<file path="src/rtl/uart_pkg.sv">
// Shared constants for the UART receive path: frame width, FSM encodings
// and a constant log2 helper used to size the bit-period divider.
package uart_pkg;

  localparam int DATA_BITS = 8;

  localparam logic [2:0] IDLE      = 3'd0;
  localparam logic [2:0] START     = 3'd1;
  localparam logic [2:0] DATA      = 3'd2;
  localparam logic [2:0] STOP      = 3'd3;
  localparam logic [2:0] WAIT_IDLE = 3'd4;

  // Bits needed to hold values 0..v-1.
  function automatic int clog2(input int v);
    int r;
    int x;
    r = 0;
    x = v - 1;
    while (x > 0) begin
      r = r + 1;
      x = x >> 1;
    end
    return r;
  endfunction

endpackage

</file>
<file path="src/rtl/uart_rx_fc_sync_fifo.sv">
// Small circular-buffer FIFO with an explicit occupancy counter.
// A pop frees a slot in the same cycle, so push+pop while full is accepted.
module sync_fifo #(
  parameter int FIFO_ADDR_BITS = 2,
  parameter int DATA_W         = 8
) (
  input  logic                    clk,
  input  logic                    reset,
  input  logic                    push,
  input  logic [DATA_W-1:0]       din,
  input  logic                    pop,
  output logic [DATA_W-1:0]       dout,
  output logic                    full,
  output logic                    empty,
  output logic [FIFO_ADDR_BITS:0] level
);

  localparam int DEPTH = 1 << FIFO_ADDR_BITS;
  localparam logic [FIFO_ADDR_BITS:0] DEPTH_L = (FIFO_ADDR_BITS+1)'(DEPTH);

  logic [DATA_W-1:0]         mem [DEPTH];
  logic [FIFO_ADDR_BITS-1:0] wr_ptr;
  logic [FIFO_ADDR_BITS-1:0] rd_ptr;
  logic                      pop_ok;
  logic                      push_ok;

  assign full    = (level == DEPTH_L);
  assign empty   = (level == '0);
  assign pop_ok  = pop & ~empty;
  assign push_ok = push & (~full | pop_ok);
  assign dout    = mem[rd_ptr];

  always_ff @(posedge clk) begin
    if (reset) begin
      wr_ptr <= '0;
      rd_ptr <= '0;
      level  <= '0;
      for (int i = 0; i < DEPTH; i++) mem[i] <= '0;
    end else begin
      if (push_ok) begin
        mem[wr_ptr] <= din;
        wr_ptr      <= wr_ptr + 1'b1;
      end
      if (pop_ok) rd_ptr <= rd_ptr + 1'b1;
      case ({push_ok, pop_ok})
        2'b10:   level <= level + 1'b1;
        2'b01:   level <= level - 1'b1;
        default: level <= level;
      endcase
    end
  end

endmodule

</file>
<file path="src/rtl/uart_rx_fc.sv">
// 8N1 UART receiver with FIFO buffering and RTS flow control; samples at
// mid-bit off a free-running divider restarted at each start edge.
module uart_rx_fc
  import uart_pkg::*;
#(
  parameter int CLK_DIV        = 104,
  parameter int FIFO_ADDR_BITS = 2,
  parameter int RTS_MARGIN     = 1
) (
  input  logic                    clk,
  input  logic                    reset,
  input  logic                    rx,
  output logic                    rts,
  output logic [7:0]              out_data,
  output logic                    out_valid,
  input  logic                    out_ready,
  output logic                    frame_err,
  output logic                    overrun,
  output logic [FIFO_ADDR_BITS:0] level
);

  localparam int DIV_W = clog2(CLK_DIV);
  localparam int IDX_W = clog2(DATA_BITS);
  localparam int DEPTH = 1 << FIFO_ADDR_BITS;

  logic                    rx_m;
  logic                    rx_s;
  logic [2:0]              state;
  logic [DIV_W-1:0]        div;
  logic [IDX_W-1:0]        bit_idx;
  logic [DATA_BITS-1:0]    shreg;
  logic                    tick;
  logic                    stop_sample;
  logic                    push;
  logic                    full;
  logic                    empty;
  logic                    pop_ok;
  logic                    push_ok;
  logic [FIFO_ADDR_BITS:0] level_next;

  // rx is asynchronous; both stages idle high so reset never looks like a start edge.
  always_ff @(posedge clk) begin
    if (reset) begin
      rx_m <= 1'b1;
      rx_s <= 1'b1;
    end else begin
      rx_m <= rx;
      rx_s <= rx_m;
    end
  end

  assign tick        = (div == '0);
  assign stop_sample = (state == STOP) && tick;
  assign push        = stop_sample & rx_s;

  always_ff @(posedge clk) begin
    if (reset) begin
      state   <= IDLE;
      div     <= '0;
      bit_idx <= '0;
      shreg   <= '0;
    end else begin
      case (state)
        IDLE: begin
          if (!rx_s) begin
            div   <= DIV_W'(CLK_DIV/2 - 1);
            state <= START;
          end
        end
        START: begin
          if (tick) begin
            if (rx_s) begin
              state <= IDLE;
            end else begin
              div     <= DIV_W'(CLK_DIV - 1);
              bit_idx <= '0;
              state   <= DATA;
            end
          end else begin
            div <= div - 1'b1;
          end
        end
        DATA: begin
          if (tick) begin
            shreg[bit_idx] <= rx_s;
            div            <= DIV_W'(CLK_DIV - 1);
            if (bit_idx == IDX_W'(DATA_BITS - 1)) state <= STOP;
            else bit_idx <= bit_idx + 1'b1;
          end else begin
            div <= div - 1'b1;
          end
        end
        STOP: begin
          if (tick) state <= rx_s ? IDLE : WAIT_IDLE;
          else div <= div - 1'b1;
        end
        WAIT_IDLE: begin
          // Hold off until the line recovers so a break is not read as 0x00 bytes.
          if (rx_s) state <= IDLE;
        end
        default: state <= IDLE;
      endcase
    end
  end

  sync_fifo #(
    .FIFO_ADDR_BITS(FIFO_ADDR_BITS),
    .DATA_W        (DATA_BITS)
  ) u_fifo (
    .clk  (clk),
    .reset(reset),
    .push (push),
    .din  (shreg),
    .pop  (out_ready),
    .dout (out_data),
    .full (full),
    .empty(empty),
    .level(level)
  );

  assign out_valid = ~empty;
  assign pop_ok    = out_ready & ~empty;
  assign push_ok   = push & (~full | pop_ok);

  always_comb begin
    level_next = level;
    case ({push_ok, pop_ok})
      2'b10:   level_next = level + 1'b1;
      2'b01:   level_next = level - 1'b1;
      default: level_next = level;
    endcase
  end

  // rts tracks the occupancy the FIFO is about to have, so it moves with level.
  always_ff @(posedge clk) begin
    if (reset) begin
      rts       <= 1'b1;
      frame_err <= 1'b0;
      overrun   <= 1'b0;
    end else begin
      rts       <= (DEPTH - int'(level_next)) > RTS_MARGIN;
      frame_err <= stop_sample & ~rx_s;
      overrun   <= push & full & ~pop_ok;
    end
  end

endmodule

</file>
<file path="config.mk">
export PLATFORM = sky130hd
export DESIGN_NAME = uart_rx_fc
export DESIGN_NICKNAME = d
export VERILOG_FILES = /design/src/rtl/uart_pkg.sv /design/src/rtl/uart_rx_fc_sync_fifo.sv /design/src/rtl/uart_rx_fc.sv
export SDC_FILE = /design/constraint.sdc
export NUM_CORES = 1
export LEC_CHECK = 0
export ABC_AREA = 1
export BUFFER_PORTS_ARGS = -buffer_cell sky130_fd_sc_hd__buf_2
export CORE_MARGIN = 2
export CORE_UTILIZATION = 50
export DETAILED_ROUTE_END_ITERATION = 8
export PLACE_DENSITY = 0.68
export SYNTH_ARGS = -nofsm -noshare
export SYNTH_HDL_FRONTEND = slang
export SYNTH_SLANG_ARGS = --single-unit
</file>
<file path="constraint.sdc">
create_clock -name clk -period 3.77 [get_ports clk]
set_clock_uncertainty 0.05 [all_clocks]
set_input_delay 0.754 -clock clk [delete_from_list [all_inputs] [get_ports clk]]
set_output_delay 0.754 -clock clk [all_outputs]
set_load 0.02 [all_outputs]
</file>
Word level (Yosys, flattened, before mapping) --
Memories as Yosys holds them, arrays and structs flattened. A register that Yosys moved wholly into a read port is not among the register bits. Cells that the tools add are included.
Word-level totals: output and inout bits 15, bits in writable memories 32, memories kept 1, flip-flop bits (word level) 33, word-level logic and storage cells 98
Memory list:
- u_fifo.mem | depth 4, width 8, read ports 1, clocked after Yosys merged registers in 1, wr ports 4, RTL line uart_rx_fc_sync_fifo.sv:21 | logic [DATA_W-1:0] mem [DEPTH];
Cells by class: eq/ne operators 18, reductions and logical operators 12, magnitude comparators 3, muxes and demuxes 34, $add $sub $neg 7, bitwise logic cells 11
Operator list (count):
- $mux 7 | 5
- $mux 3 | 11
- $pmux 7 s4 | 1
- $ne 2x2->1 const B | 9
- $pmux 3 s5 | 1
- $pmux 3 s2 | 2
- $eq 3x3->1 const B | 3
- $bwmux 8 | 1
- $mux 2 | 4
- $mux 8 | 1
- $reduce_or 8->1 | 1
- $logic_not 7->1 | 1
- $mux 1 | 7
- $sub 7x1->7 const B | 1
- $add 3x1->3 const B | 2
- $and 1x1->1 | 6
- $eq 3x2->1 const B | 2
- $logic_not 3->1 | 2
- $reduce_and 6->1 | 1
- $reduce_and 5->1 | 1
- $add 2x1->2 const B | 2
- $gt 4x2->1 const B | 1
- $lt 3x4->1 const B | 1
- $not 1->1 | 4
- other kinds (14) | 15

Logic depth before layout (Yosys ltp) --
Gate-level depths: netlist of run 1.
word-level depth 10, depth in mapped cells 15

Modules after synthesis --
A second synthesis of run 1 with hierarchy kept.
Second synthesis, totals: cell total of the unflattened synthesis 391, area total of the unflattened synthesis 3299.4 µm²
Modules (own cells, without submodules):
- sync_fifo | cells an instance 186, times used 1, area an instance 1825.5 µm²
- uart_rx_fc | cells an instance 205, times used 1, area an instance 1473.9 µm²

Least setup slack after synthesis of run 1 --
No wires, ideal clock.
path type register to register, start reg div[0], end mem u_fifo.mem[3][0] (enable), cell stages (with the launch flop) 11, path slack 1.659 ns, arrival time 1.686 ns, library setup time 0.375 ns, period minus slack after synthesis 2.111 ns, data required time 3.345 ns, path through dfxtp_1 > inv_1 > ha_1 > inv_1 > nor2_1 > nand3_4 > nor2_4 > nand3_2 > inv_1 > nand2_1 > o21ai_1
RTL lines:
- from (decl) | RTL line uart_rx_fc.sv:29 | logic [DIV_W-1:0] div;
- from (signal assigned) | RTL line uart_rx_fc.sv:66 | div <= DIV_W'(CLK_DIV/2 - 1);
- from (signal assigned) | RTL line uart_rx_fc.sv:75 | div <= DIV_W'(CLK_DIV - 1);
- from (signal assigned) | RTL line uart_rx_fc.sv:80 | div <= div - 1'b1;
- to (decl) | RTL line uart_rx_fc_sync_fifo.sv:21

==> results of run 1 <==
==> cell usage after synthesis (2+ instances only) <==
cell type                  instances
sky130_fd_sc_hd__edfxtp_1         32
sky130_fd_sc_hd__a21oi_1          25
sky130_fd_sc_hd__nor4_1            2
sky130_fd_sc_hd__xor2_1            3
sky130_fd_sc_hd__nand2_1          40
sky130_fd_sc_hd__a31oi_1           2
sky130_fd_sc_hd__a211oi_1          3
sky130_fd_sc_hd__nor2_2            6
sky130_fd_sc_hd__clkbuf_1          5
sky130_fd_sc_hd__nand4_1           2
sky130_fd_sc_hd__buf_2             2
sky130_fd_sc_hd__nand3_1          14
sky130_fd_sc_hd__nand3_4           3
sky130_fd_sc_hd__a21oi_2           2
sky130_fd_sc_hd__inv_2             4
sky130_fd_sc_hd__or2_2             2
sky130_fd_sc_hd__nand2_2           4
sky130_fd_sc_hd__nor2_1           66
sky130_fd_sc_hd__nand2_4           3
sky130_fd_sc_hd__nor3_1            6
sky130_fd_sc_hd__dfxtp_1          35
sky130_fd_sc_hd__nor2_8            2
sky130_fd_sc_hd__o22ai_1           8
sky130_fd_sc_hd__ha_1              4
sky130_fd_sc_hd__inv_1            44
sky130_fd_sc_hd__o21ai_0          32
sky130_fd_sc_hd__nor2_4            5
==> metal layers <==
| metal | part of all wire | vias up | GRT usage |
|---|---|---|---|
| met3 | 0.040 | 11 | 0.0317 |
| met4 | 0.022 | 0 | 0.122 |
| met2 | 0.50 | 50 | 0.305 |
| met5 | 0 | - | 0 |
| li1 | - | 1243 | - |
| met1 | 0.44 | 1093 | 0.235 |
==> cell type report <==
cell class	count	area [um^2]	area share
timing repair buffer	18	90.1	0.0253
multi-input combinational	240	1310	0.369
clock inverter	6	90.1	0.0253
inverter	48	180	0.0506
tap	77	96.3	0.0271
sequential	67	1660	0.467
clock buffer	10	128	0.0359
==> stage by stage <==
| stage | worst slack, ps | hold WS, ps |
|---|---|---|
| 6_report | 1100 | 365 |
| 5_1_grt | 916 | 377 |
| 4_1_cts | 1030 | 369 |
| 3_5_place_dp | 1150 | 349 |
| 3_3_place_gp | 1230 | 346 |
| 2_1_floorplan | 1660 | 339 |
==> placed cells by master, fill, tap and decap left out, types with 2 or more instances in the layout <==
cell,n
sky130_fd_sc_hd__nand4_1,2
sky130_fd_sc_hd__inv_1,44
sky130_fd_sc_hd__buf_2,18
sky130_fd_sc_hd__nor4_1,2
sky130_fd_sc_hd__nand2_1,40
sky130_fd_sc_hd__nor2_1,66
sky130_fd_sc_hd__a211oi_1,3
sky130_fd_sc_hd__xor2_1,3
sky130_fd_sc_hd__nand2_4,3
sky130_fd_sc_hd__nor3_1,6
sky130_fd_sc_hd__a21oi_1,25
sky130_fd_sc_hd__or2_2,2
sky130_fd_sc_hd__nand3_4,3
sky130_fd_sc_hd__dfxtp_1,35
sky130_fd_sc_hd__clkbuf_8,9
sky130_fd_sc_hd__nand3_1,14
sky130_fd_sc_hd__nand2_2,4
sky130_fd_sc_hd__o22ai_1,8
sky130_fd_sc_hd__clkinvlp_4,4
sky130_fd_sc_hd__bufinv_16,2
sky130_fd_sc_hd__a31oi_1,2
sky130_fd_sc_hd__nor2_2,6
sky130_fd_sc_hd__ha_1,4
sky130_fd_sc_hd__a21oi_2,2
sky130_fd_sc_hd__inv_2,4
sky130_fd_sc_hd__nor2_4,5
sky130_fd_sc_hd__edfxtp_1,32
sky130_fd_sc_hd__nor2_8,2
sky130_fd_sc_hd__o21ai_0,32
==> worst reg2reg max path, stage by stage, from the launching register on <==
cell and delay [ps]:
sky130_fd_sc_hd__dfxtp_1 330, sky130_fd_sc_hd__inv_1 110, sky130_fd_sc_hd__ha_1 180, sky130_fd_sc_hd__inv_1 40, sky130_fd_sc_hd__nor2_1 150, sky130_fd_sc_hd__nand3_4 160, sky130_fd_sc_hd__nor2_4 140, sky130_fd_sc_hd__nand3_2 90
sky130_fd_sc_hd__inv_1 130, sky130_fd_sc_hd__nand2_1 90, sky130_fd_sc_hd__o21ai_1 610
==> state kept, by name (all words and copies together), names as in the netlist, 2 cells and up, named ones only <==
| register | flops |
|---|---|
| shreg | 8 |
| u_fifo.rd_ptr | 2 |
| div | 7 |
| state | 3 |
| u_fifo.level | 3 |
| u_fifo.mem | 32 |
| u_fifo.wr_ptr | 2 |
| bit_idx | 3 |
==> cells by family (layout without fill, tap and decap cells) <==
kind of cell	Yosys count	after routing	synth area share
AND/OR/NAND/NOR	159	159	0.259
AO/OA/AOI/OAI	73	73	0.123
flip-flops	67	67	0.522
buffers and inverters	55	82	0.0656
adder cells (fa/ha/maj)	5	5	0.0220
XOR/XNOR	3	3	0.00825
==> power breakdown <==
group	switching, W	internal, W	leakage, nW
clock network	0.000278	0.000372	0.0947
registers	0.0000977	0.000852	0.616
logic	0.000628	0.000314	0.716
total	0.00100	0.00154	1.43
==> path summary, 6_finish.rpt <==
kind,to,cells past startpoint,startpoint,slack [ps]
worst max-delay path,out_data[2],4,flip-flop,1100
worst min register to register,rx_s,1,rx_m,360
worst max register to register,u_fifo.mem[3][4],10,div[0],1330
worst min-delay path,rx_s,1,rx_m,360
==> summary by stage, run 1 <==
Place
The number of placed instances with taps included is 450. The post-place instance area is 3340 um^2. The final RePlAce weighted congestion is 0.855. Buffers placed on the I/O ports in this run total 18.

The sum of net half-perimeters after detailed placement is 4.53 mm.

Timing
The max-slew violation count was 0. Setup repair after global routing left no endpoint under its margin. Based on the critical path, the design can be clocked at up to 374 MHz. At the pin with the least slew margin, the transition time is 766 ps. The count of final hold-check violations is 0. The worst slew margin relative to its limit is 0.486. The final critical-path share of the clock period is 0.709. Adding up every negative setup slack in the final design gives 0 ps.

Setup violations remaining at the end of the flow were counted as 0. For the finished layout, the period the worst path requires is 2670 ps.

Synthesis
The async set or reset register ratio after synthesis is 0. Summed over all instances, the cell type with the most area after synthesis is sky130_fd_sc_hd__edfxtp_1. Counting distinct cell types in the post-synthesis netlist gives 33. Synthesis inferred 67 register bits. The area share of the largest cell type after synthesis is 0.302. The count of synthesis-stage warnings from yosys is 0.

The proportion of synthesized chip area in sequential cells is 0.522. The most used flip-flop cell after synthesis is sky130_fd_sc_hd__dfxtp_1. When the netlist entered floorplanning its net count stood at 371. Yosys mapped a number of flops with a built-in enable equal to 32. The total standard cell area after synthesis is 3180 um^2. The cell count after synthesis came out at 362.

By area the synthesized netlist is led by sky130_fd_sc_hd__edfxtp_1 (30%), sky130_fd_sc_hd__dfxtp_1 (22%), sky130_fd_sc_hd__nor2_1 (7.8%). The average cell area after synthesis is 8.80 um^2.

Worst setup path
Together, buffers and inverters on the worst path number 2. The top cell family by delay on the critical path is flip-flops. The highest net fanout along the worst path is 17.

The type of element capturing the critical path is an output port. The kind of start point of the critical path is a flip-flop. The endpoint required time on the critical path is 2970 ps. The data arrival time at the worst-slack endpoint is 1870 ps. The delay contributed by the slowest stage of the critical path is 640 ps. The critical path goes through inv_1 -> o21ai_0 -> o22ai_1 -> buf_2. The critical path is of the flip-flop to output port type.

The cell with the largest stage delay on the worst path is sky130_fd_sc_hd__dfxtp_1.

Power and ir drop
The maximum vdd drop is 0.382 mV. In this run the power density over the cells is 714 nW/um^2. The cell leakage power is 1.43 nW. The design draws 0.00254 W.

Routing
The sum of routed wire length over all layers is 6.25 mm. The number of detailed-route iterations in the first pass is 4. For this run, design rule violations remaining after detail routing come to 0.

The number of design-rule violations left by the first detailed-router iteration is 96. Using the TritonRoute via totals, the vias-per-cell ratio works out to 5.14. Once detail routing completed, the nets flagged for antenna violations numbered 0. The wire length per cell after detailed routing is 13.4 um. The detailed-route via count is 2397.

CTS
After clock tree synthesis, the clock-pin slew on the worst setup and hold paths is 70 ps. CTS placed an instance of sky130_fd_sc_hd__clkbuf_8 at the clock tree root. The count of buffers added by post-CTS timing repair for setup is 0.

The total of cells resized after clock tree synthesis is 0. The H-tree generated during clock tree synthesis spans 3 levels. The worst-case clock buffer depth is 2. The later pin in the worst-skew pair is clocked with a latency of 340 ps. The clock tree from TritonCTS is done. The clock net in this run drives a total of 67 sinks. After clock tree synthesis, the flow added hold-fix buffers numbering 0. The total CTS buffers is 9.

Final layout
The core utilization of the finished layout is 0.570. The area of all placed cells without fillers is 3560 um^2. In the final design database the tool counted 393 nets. After filler insertion, the fill cell instance count of the layout stands at 589. Once layout is complete, the cells apart from fillers number 466.

The share of cells above drive strength 1 is 0.175. The area overhead of the layout relative to synthesis is 11.8%. The number of antenna repair diodes is 0.

Die
The standard cell core area is 6240 um^2. The die covers 7020 um^2. The chip width is 83.8 um. The starting density of the core is 0.510. The count of standard-cell rows is 29. During I/O placement, the number of pins put on the boundary was 19.

The y dimension of the die is 83.8 um.

Min path
The path category of the worst min-delay check is flip-flop to flip-flop.

Global routing
The number of global-route vias before repair was 2230. The wire length of the first global-routing pass is 10.3 mm. In the global route stage, overall resource usage came out at 0.189. The maximum number of pins on one net before global-route repair is 22.

The initial antenna violation count came to 0. Summed over all layers, the global routing overflow is 0.

Outcome
The flow ran to the end, and the final reports show no timing, DRC or antenna violations.

Flow run
The number of violations of the max-capacitance limit is 0.
Power figures use the tool's default switching activity.
==> inputs of run 2 (changes only) <==
--- a/config.mk
+++ b/config.mk
@@ -5,12 +5,12 @@
 export SDC_FILE = /design/constraint.sdc
 export NUM_CORES = 1
 export LEC_CHECK = 0
-export ABC_AREA = 1
+export ABC_AREA = 0
 export BUFFER_PORTS_ARGS = -buffer_cell sky130_fd_sc_hd__buf_2
 export CORE_MARGIN = 2
 export CORE_UTILIZATION = 50
 export DETAILED_ROUTE_END_ITERATION = 8
-export PLACE_DENSITY = 0.68
+export PLACE_DENSITY = 0.7
 export SYNTH_ARGS = -nofsm -noshare
 export SYNTH_HDL_FRONTEND = slang
 export SYNTH_SLANG_ARGS = --single-unit
==> constraint.sdc (replaced) <==
create_clock -name clk -period 2.2 [get_ports clk]
set_clock_uncertainty 0.05 [all_clocks]
set_input_delay 0.44 -clock clk [delete_from_list [all_inputs] [get_ports clk]]
set_output_delay 0.44 -clock clk [all_outputs]
set_load 0.02 [all_outputs]
==> summary by stage, run 2 <==
Place
The number of placed instances with taps included is 390. After legalization and detailed placement, the total HPWL measured 4.27 mm. The final RePlAce weighted congestion is 0.866.

The number of I/O port buffers is 18. In this run the cell area measured after placement is 3490 um^2.

Outcome
The run finished with clean final reports.

Timing
Adding up every negative setup slack in the final design gives 0 ps. The count of final hold-check violations is 0. The final count of negative-setup-slack endpoints is 0. The max-slew violation count is 0. Setup repair after global routing could not meet its margin everywhere. For this run, the top clock speed supported by timing is 462 MHz. The worst pin sits at a relative slew slack of 0.746. The post-route worst hold slack is 229 ps.

The final critical-path share of the clock period is 0.984. For the pin with the worst max-slew slack, the measured transition is 379 ps. After layout, the minimum clock period comes to 2170 ps.

Routing
The sum of routed wire length over all layers is 6.25 mm. After detailed routing, the number of vias per cell comes to 5.41. The detailed-route via count is 2225. In this run the remaining antenna-violating nets after routing total 0. In the final routed layout, each cell accounts on average for 15.2 um. After detailed routing, the number of remaining DRC violations is 0.

The first TritonRoute pass finished after 4 iterations. The number of design-rule violations left by the first detailed-router iteration is 77.

Synthesis
The netlist uses 54 different library cells. The commonest cells after synthesis are sky130_fd_sc_hd__dfxtp_1 (35), sky130_fd_sc_hd__nor2_1 (34), sky130_fd_sc_hd__and2_1 (33), sky130_fd_sc_hd__edfxtp_1 (32), sky130_fd_sc_hd__nand2_1 (19). For this run, asynchronously set or reset flops after synthesis account for 0. The Yosys step of the flow raised 0 warnings. The count of flip-flops with a built-in enable after synthesis is 32. Of the post-synthesis cell area, the dominant cell type holds 0.298. In the synthesized netlist, the number of instances is 293. By area the synthesized netlist is led by sky130_fd_sc_hd__edfxtp_1 (30%), sky130_fd_sc_hd__dfxtp_1 (22%), sky130_fd_sc_hd__and2_1 (6.4%). The proportion of synthesized chip area in sequential cells is 0.515. A synthesized cell averages 11.0 um^2. For this run, the leading register cell type out of synthesis is sky130_fd_sc_hd__dfxtp_1.

The total standard cell area after synthesis is 3230 um^2. The post-synth net total is 302. sky130_fd_sc_hd__dfxtp_1 is the most common cell in the netlist.

The number of register bits inferred by synthesis is 67. The cell taking the most area after synthesis is sky130_fd_sc_hd__edfxtp_1.

Final layout
The register with the most flip-flops in the final layout is u_fifo.mem. In the layout the commonest cells are sky130_fd_sc_hd__nor2_1 (33), sky130_fd_sc_hd__and2_1 (32), sky130_fd_sc_hd__edfxtp_1 (32), sky130_fd_sc_hd__dfxtp_1 (29), sky130_fd_sc_hd__buf_4 (24). Compared with the post-synthesis result, the final layout area differs by 17.4%.

The number of antenna diodes in the final layout is 0. The flip-flop count of the largest register after layout is 32. In the final layout, flip-flops and latches occupy 1670 um^2.

The share of cells above drive strength 1 is 0.299. The multi-input combinational cells in the finished layout cover a total of 1510 um^2. The final layout contains 338 nets. The number of filler instances in the final layout is 525. The most frequent standard cell in the layout excluding fill and tap cells is sky130_fd_sc_hd__nor2_1. The count of cells in the finished layout, fillers not included, comes to 411. The core utilization of the finished layout is 0.603. The largest registers in the layout are u_fifo.mem x32, shreg x8, div x7.

Summing all non-filler instances in the final layout gives an area of 3790 um^2.

Die
The y dimension of the die is 84.3 um. The chip width is 84.3 um. The floorplan step defined a core boundary enclosing 6280 um^2. Pin placement for this block handled 19 I/O pins. The floorplan die area is 7110 um^2. For this configuration, the core starts out at a cell density of 0.514. The count of standard-cell rows is 29.

Global routing
For this run, the total global-route usage over all layers was measured as 0.186. The initial antenna violation count is 0. Global routing finished with a remaining overflow of 0. The number of global-route vias before repair is 2105.

The wire length of the first global-routing pass is 10.3 mm. The maximum number of pins on one net before global-route repair is 36.

Flow run
Max-cap violations in this run came to 0.

Power and ir drop
The analysis attributes to cell leakage a power of 1.45 nW. Across the VDD grid, the largest voltage drop is 0.759 mV. For this design the ratio of total power to cell area is 944 nW/um^2.

Worst setup path
The cell with the largest stage delay on the worst path is sky130_fd_sc_hd__dfxtp_2. Traced cell by cell, the critical path runs through inv_2 -> ha_4 -> nor4b_4 -> nand2_1 -> buf_4 -> nor4_1 -> buf_4 -> nand3_1 -> mux2i_1 -> nor2_1. In this run the worst path has a maximum fanout of 12. The startpoint identified for the worst register-to-register timing path is div[0]. The worst setup path is captured at a flip-flop.

The critical setup path kind is flip-flop to flip-flop. The startpoint of the worst setup timing path is div[0]. The cell with the most instances on the worst path is sky130_fd_sc_hd__buf_4. STA classifies the critical path startpoint as a flip-flop. The critical path buffer and inverter count is 3. The endpoint required time on the critical path is 2370 ps. STA puts the critical path data arrival time at 2330 ps. The top cell family by delay on the critical path is simple AND/OR/NAND/NOR gates. On the worst path, the slowest cell contributes a delay of 320 ps.

CTS
The H-tree was split into 3 levels. The clock slew seen by the registers of the worst setup and hold paths is 70 ps. The clock tree from TritonCTS is done. Clock tree synthesis selected as its root buffer the cell sky130_fd_sc_hd__clkbuf_8. The clock insertion delay at the later pin of the skew report is 340 ps.

The count of clock tree sinks is 67. The worst-case clock buffer depth is 2. The total CTS buffers is 9.

Min path
The worst hold path begins at rx. In this run the worst hold path is classified as input pin to flip-flop.
[run 2: logic make-up (layout without fill, tap and decap cells)]
group,count (synthesis),count (layout),share of synthesized area
xor+xnor,9,9,0.0244
simple gates,136,136,0.243
mux,19,19,0.0919
fa+ha+maj,5,5,0.0217
buf+inv,23,64,0.0337
flops,67,67,0.515
compound gates,34,34,0.0702
[run 2: layout make-up]
| cell class | instances | area share |
|---|---|---|
| clock buffers | 11 | 0.0373 |
| multi-input cells | 203 | 0.399 |
| well taps | 77 | 0.0254 |
| flip-flops and latches | 67 | 0.441 |
| clock inverters | 5 | 0.0205 |
| repair buffers | 42 | 0.0714 |
| inverters | 6 | 0.00595 |
[run 2: worst reg2reg max path: stages (launching register included)]
cell	delay, ps
sky130_fd_sc_hd__dfxtp_2	320
sky130_fd_sc_hd__inv_2	80
sky130_fd_sc_hd__ha_4	140
sky130_fd_sc_hd__nor4b_4	290
sky130_fd_sc_hd__nand2_1	170
sky130_fd_sc_hd__buf_4	220
sky130_fd_sc_hd__nor4_1	240
sky130_fd_sc_hd__buf_4	180
sky130_fd_sc_hd__nand3_1	110
sky130_fd_sc_hd__mux2i_1	190
sky130_fd_sc_hd__nor2_1	50
[run 2: stage by stage]
stage	worst slack [ps]	total power, W
6_report	34.5	0.00358
4_1_cts	7.20	0.00359
2_1_floorplan	-4.20	0.00215
3_3_place_gp	-13.3	0.00239
3_5_place_dp	-117	0.00240
5_1_grt	-69.6	0.00374
[run 2: report_power, final]
part | total [W] | switching [W] | internal (W)
logic | 0.000976 | 0.000507 | 0.000469
registers | 0.00147 | 0.0000782 | 0.00140
clock network | 0.00113 | 0.000460 | 0.000666
[run 2: worst paths after layout]
kind / endpoint / slack (ps) / cells past startpoint
min: rx_m / 230 / 2
min reg2reg: rx_s / 360 / 1
max: shreg[3] / 30 / 10
max reg2reg: shreg[3] / 30 / 10
[run 2: metal layers]
metal	vias to the layer above	wire [um]	track usage
li1	1113	-	-
met1	1072	2800	0.232
met2	30	3150	0.309
met3	10	168	0.0501
met4	0	123	0.0722
met5	-	0	0
[run 2: timing repair]
action	CTS	global route
hold buffers	0	0
pin swaps	7	5
gates resized for setup	10	2
endpoints found under the setup margin	18	7
setup buffers	5	0
